`src/rtl/wb_regfile.sv`:
```
// wb_regfile: writeback stage and 32-entry integer register file.
// It selects the writeback data from the MEM/WB latch and commits it to the
// register array. Two combinational read ports feed the ID stage, and a write
// that is pending in the current cycle is bypassed straight to those ports.
// A free-running counter records how many register writes have committed.
module wb_regfile #(
    parameter int DATA_W = 32,
    parameter int ADDR_W = 5,
    parameter int CNT_W  = 32
) (
    input  logic              clk_i,
    input  logic              rst_i,
    input  logic [DATA_W-1:0] ALU_Res_i,
    input  logic [DATA_W-1:0] Read_Data_i,
    input  logic [ADDR_W-1:0] RdAddr_i,
    input  logic              MemToReg_i,
    input  logic              RegWrite_i,
    input  logic [ADDR_W-1:0] RS1addr_i,
    input  logic [ADDR_W-1:0] RS2addr_i,
    output logic [DATA_W-1:0] RS1data_o,
    output logic [DATA_W-1:0] RS2data_o,
    output logic [DATA_W-1:0] WB_Data_o,
    output logic              WB_Valid_o,
    output logic [CNT_W-1:0]  Commit_Cnt_o
);

    localparam int NREG = 2 ** ADDR_W;

    // Entry 0 is kept in the array so that reads can use a plain index. It is
    // cleared by reset and is never written, because a commit requires a
    // nonzero destination address.
    logic [DATA_W-1:0] regs_q [NREG];
    logic [DATA_W-1:0] regs_d [NREG];
    logic [CNT_W-1:0]  cnt_q;
    logic [CNT_W-1:0]  cnt_d;

    logic [DATA_W-1:0] wb_data_s;
    logic              wb_valid_s;
    logic [DATA_W-1:0] rs1_data_s;
    logic [DATA_W-1:0] rs2_data_s;

    // Writeback select, and the commit qualifier that excludes x0 and bubbles.
    always_comb begin
        wb_data_s  = {DATA_W{1'b0}};
        wb_valid_s = 1'b0;
        if (MemToReg_i) begin
            wb_data_s = Read_Data_i;
        end else begin
            wb_data_s = ALU_Res_i;
        end
        if (RegWrite_i && (RdAddr_i != {ADDR_W{1'b0}})) begin
            wb_valid_s = 1'b1;
        end else begin
            wb_valid_s = 1'b0;
        end
    end

    // Next state of the register array. Only the addressed entry changes, and
    // only on a valid commit. When RegWrite_i is low, RdAddr_i has no effect.
    always_comb begin
        for (int i = 0; i < NREG; i++) begin
            if (wb_valid_s && (RdAddr_i == ADDR_W'(i))) begin
                regs_d[i] = wb_data_s;
            end else begin
                regs_d[i] = regs_q[i];
            end
        end
    end

    // Next state of the commit counter. It wraps naturally at 2**CNT_W.
    always_comb begin
        cnt_d = cnt_q;
        if (wb_valid_s) begin
            cnt_d = cnt_q + {{(CNT_W-1){1'b0}}, 1'b1};
        end else begin
            cnt_d = cnt_q;
        end
    end

    // Register array and counter state. An asynchronous reset clears both and
    // discards any write that is pending on the next edge.
    always_ff @(posedge clk_i or posedge rst_i) begin
        if (rst_i) begin
            for (int i = 0; i < NREG; i++) begin
                regs_q[i] <= {DATA_W{1'b0}};
            end
            cnt_q <= {CNT_W{1'b0}};
        end else begin
            for (int i = 0; i < NREG; i++) begin
                regs_q[i] <= regs_d[i];
            end
            cnt_q <= cnt_d;
        end
    end

    // Read port 1 has this priority: x0 first, then the same-cycle bypass,
    // then the register array.
    always_comb begin
        rs1_data_s = {DATA_W{1'b0}};
        if (RS1addr_i == {ADDR_W{1'b0}}) begin
            rs1_data_s = {DATA_W{1'b0}};
        end else if (wb_valid_s && (RS1addr_i == RdAddr_i)) begin
            rs1_data_s = wb_data_s;
        end else begin
            rs1_data_s = regs_q[RS1addr_i];
        end
    end

    // Read port 2 uses the same priority as port 1 but is fully independent.
    always_comb begin
        rs2_data_s = {DATA_W{1'b0}};
        if (RS2addr_i == {ADDR_W{1'b0}}) begin
            rs2_data_s = {DATA_W{1'b0}};
        end else if (wb_valid_s && (RS2addr_i == RdAddr_i)) begin
            rs2_data_s = wb_data_s;
        end else begin
            rs2_data_s = regs_q[RS2addr_i];
        end
    end

    assign RS1data_o    = rs1_data_s;
    assign RS2data_o    = rs2_data_s;
    assign WB_Data_o    = wb_data_s;
    assign WB_Valid_o   = wb_valid_s;
    assign Commit_Cnt_o = cnt_q;

endmodule

```
`config.mk`:
```
export PLATFORM = sky130hd
export DESIGN_NAME = wb_regfile
export DESIGN_NICKNAME = d
export VERILOG_FILES = /design/src/rtl/wb_regfile.sv
export SDC_FILE = /design/constraint.sdc
export NUM_CORES = 2
export LEC_CHECK = 0
export ABC_CLOCK_PERIOD_IN_PS = 100200
export BUFFER_PORTS_ARGS = -buffer_cell sky130_fd_sc_hd__buf_4
export CAP_MARGIN = 20
export CORE_ASPECT_RATIO = 0.9
export CORE_MARGIN = 2
export CORE_UTILIZATION = 32
export CTS_CLUSTER_DIAMETER = 100
export DETAILED_ROUTE_END_ITERATION = 10
export PLACE_DENSITY = 0.47
export SETUP_SLACK_MARGIN = 0.4
export SYNTH_ARGS = -nofsm -noshare
export SYNTH_HDL_FRONTEND = slang
export SYNTH_SLANG_ARGS = --single-unit
export TNS_END_PERCENT = 10
```
`constraint.sdc`:
```
create_clock -name clk_i -period 100.2 [get_ports clk_i]
set_input_delay 15.03 -clock clk_i [delete_from_list [all_inputs] [get_ports clk_i]]
set_output_delay 15.03 -clock clk_i [all_outputs]
set_load 0.05 [all_outputs]
```
==> flow_metrics.py <==
metrics = {
    "run_status": {
        "status": "finished, final reports clean",
    },
    "floorplanning": {
        "core_area_sq_mm": 0.169,
        "die_x_microns": 439,
        "die_area_sq_mm": 0.174,
        "dieHeight_microns": 396,
        "rows": 143,
        "start_util": 0.323,
        "boundaryPins": 212,
    },
    "setup_path": {
        "critPathMaxFanout": 87,
        "critical-path-max-stage-delay_ns": 0.88,
        "crit_chain": "buf_8 > buf_4 > buf_12 > xnor2_1 > and4_1 > a31oi_4 > buf_4 > o221ai_1 > o32ai_1 > buf_4",
        "crit_top_cell": "buf_4",
        "critPathLaunchType": "primary input",
        "critPathArrivalTime_ns": 19.54,
        "required_ns": 85.17,
        "endpoint_kind": "primary output",
        "r2r_start": "Commit_Cnt_o[4]$_DFFE_PP0P_",
        "reg2regPathDepth": 5,
        "r2r_end": "Commit_Cnt_o[31]$_DFFE_PP0P_",
        "worst-path-buf-inv": 5,
        "rrSetupSlack_ns": 97.86,
        "worst_path_max_delay_cell": "o32ai_1",
        "worst-setup-path-type": "primary input to primary output",
        "path_delay_family": "buffers and inverters",
    },
    "cts": {
        "clkLatencyLatePin_ns": 0.75,
        "postCtsSetupBuffers": 0,
        "cts_tree": "yes",
        "cts_hold_buf": 0,
        "cts_inserted_buffers": 118,
        "clockRootBuffer": "clkbuf_16",
        "ctsResizeCount": 0,
        "cts.path.max_buffers": 3,
        "htreeDepth": 3,
        "clock_sinks": 1056,
        "clkTransAtPathRegs_ns": 0.06,
    },
    "timing": {
        "hold_viol_final": 0,
        "drv_slew": 0,
        "worstMarginPinSlew_ns": 1.24,
        "period_needed_ns": 34.57,
        "fmaxAchievable_mhz": 28.9,
        "fin_crit_sh": 0.345,
        "finalSetupViolCount": 0,
        "setup_tns_ns": 0,
        "rsz0062_at_grt": "no",
        "fin_worst_skew_ns": 0.0402,
        "holdWs_ns": 0.395,
        "slew_headroom": 0.170,
    },
    "synthesis": {
        "synth.area.top_cells": "dfrtp_1 (48%), mux4_2 (19%), a21oi_1 (5.3%), o21ai_0 (4.3%), nor2_1 (4.0%)",
        "synth-seq-cells": 1056,
        "ys_types": 69,
        "yosysTopAreaCell": "dfrtp_1",
        "netlist_area_sq_mm": 0.0546,
        "yosysSeqAreaShare": 0.484,
        "syn_inst": 4934,
        "ys.flop_type": "dfrtp_1",
        "yosysWarnings": 0,
        "async_reset_ff_frac": 1.00,
        "synth_edf_count": 0,
        "syn_nets": 5018,
        "synth_top_area_frac": 0.484,
        "synth.avg_cell_area_sq_um": 11.1,
    },
    "routing": {
        "initialDrtViolationCount": 4283,
        "wirelength_mm": 217,
        "drc": 0,
        "ant_nets": 0,
        "vias": 41200,
        "via_per_inst": 5.72,
        "drtPass1Iterations": 5,
        "wire_per_inst_microns": 30.1,
    },
    "layout": {
        "layout_commonest_cell": "dfrtp_1",
        "drive_gt1_frac": 0.219,
        "nets": 4946,
        "antenna-diode-count": 0,
        "syn2layout_area_growth_pct": 13.7,
        "final_cell_mix": "dfrtp_1 (1,056), a21oi_1 (578), nor2_1 (564)",
    },
    "power_and_ir_drop": {
        "pwr-share-clk": 0.330,
        "power.total_uw": 1340,
        "p_sw_frac": 0.317,
        "ir_drop_mv": 0.0158,
        "seq_power_share": 0.437,
        "p_per_area_mw_per_mm2": 21.6,
        "p_leak_uw": 0.0259,
        "pwr-share-comb": 0.233,
        "internal-power_uw": 917,
        "power_switching_uw": 426,
    },
    "job": {
        "drv_cap": 0,
    },
    "worst_hold_path": {
        "hold_depth": 0,
        "hold_end": "regs_q[1002]$_DFFE_PP0P_",
        "min-delay-start": "regs_q[1002]$_DFFE_PP0P_",
        "min_path_type": "flip-flop to flip-flop",
    },
    "placement": {
        "gp_congestion": 0.816,
        "io_buffers": 211,
        "dpl.hpwl_mm": 124,
    },
    "grt": {
        "gr-total-overflow": 0,
        "antenna_found_initial": 2,
        "grt_pass1_vias": 40300,
        "track_usage": 0.248,
        "grt_max_degree": 179,
        "grt_pass1_wl_mm": 311,
    },
}
worst max path at each step:
| stage | startpoint | end | slack (ns) | cells after the start |
|---|---|---|---|---|
| after floorplan | rst_i | Commit_Cnt_o[0]$_DFFE_PP0P_ | 55.45 | 1 |
| after global placement | RS2addr_i[0] | RS2data_o[11] | 65.45 | 10 |
| after detailed placement | RS2addr_i[0] | RS2data_o[29] | 65.58 | 10 |
| after CTS | RS2addr_i[0] | RS2data_o[29] | 65.58 | 10 |
| after global routing | RS2addr_i[0] | RS2data_o[29] | 65.42 | 10 |
| final | RS2addr_i[0] | RS2data_o[29] | 65.63 | 10 |
Yosys cell counts (all sizes together), types with 12 or more instances:
cell     instances
nor2b           32
o21ai          471
mux4           463
nor2           579
a21oi          579
a221oi          41
nand2b          12
o32ai           17
clkbuf         378
nor3            34
mux2i          143
xnor2           31
and3            17
a211oi          20
inv             41
a32o            26
buf            152
nand3           65
nand2          514
o221ai          13
nand4           15
a22o            28
dfrtp         1056
a22oi          100
a2111oi         16
sequential cells by signal, indices dropped and copies added (netlist names):
register	flops
regs_q	1024
Commit_Cnt_o	32
metrics by stage:
step / cell area [sq um] / worst slack (ns) / std cells / util
2_1_floorplan: 54600 / 55.45 / 4934 / -
3_3_place_gp: 58100 / 65.45 / 6981 / 0.343
3_5_place_dp: 58100 / 65.58 / 6986 / 0.344
4_1_cts: 62000 / 65.58 / 7196 / 0.367
5_1_grt: 62100 / 65.42 / 7199 / 0.367
6_report: 62100 / 65.63 / 7199 / 0.367
power by group through the flow:
stage	Combinational, uW	Clock [uW]	Sequential [uW]
2_1_floorplan	230	0	576
3_3_place_gp	308	0	589
3_5_place_dp	313	0	592
4_1_cts	313	451	585
5_1_grt	340	468	599
6_report	313	443	587
kinds of logic (layout without fill, tap and decap cells):
family | after synthesis | after routing | synth area share
buffers and inverters | 571 | 589 | 0.0478
adders and majority gates | 1 | 1 | 0.000229
and+or+nand+nor | 1295 | 1295 | 0.0973
xor gates and xnor gates | 41 | 41 | 0.00658
DFF | 1056 | 1056 | 0.484
muxes | 609 | 609 | 0.218
AOI/OAI and AO/OA | 1361 | 1361 | 0.146
metal layers:
layer | wire length [microns] | GRT usage | up-vias
li1 | - | - | 17900
met1 | 91900 | 0.342 | 21400
met2 | 103000 | 0.397 | 1499
met4 | 8790 | 0.0949 | 0
met3 | 12800 | 0.0327 | 349
met5 | 0 | 0 | -
worst reg2reg max path: stages (launching register included):
cell	delay (ns)
dfrtp_1	0.46
nand4_1	0.26
a2111oi_4	0.75
nand4_1	0.41
nor2_1	0.22
xor2_1	0.16
final cells by class:
class	instances	area, sq um
tap	2247	2810
clock buffer	175	3530
multi-input combinational	3307	26100
clock inverter	35	367
fill	16700	107000
inverter	41	164
timing repair buffer	338	2700
sequential	1056	26400
(Power assumes the default switching activity.)
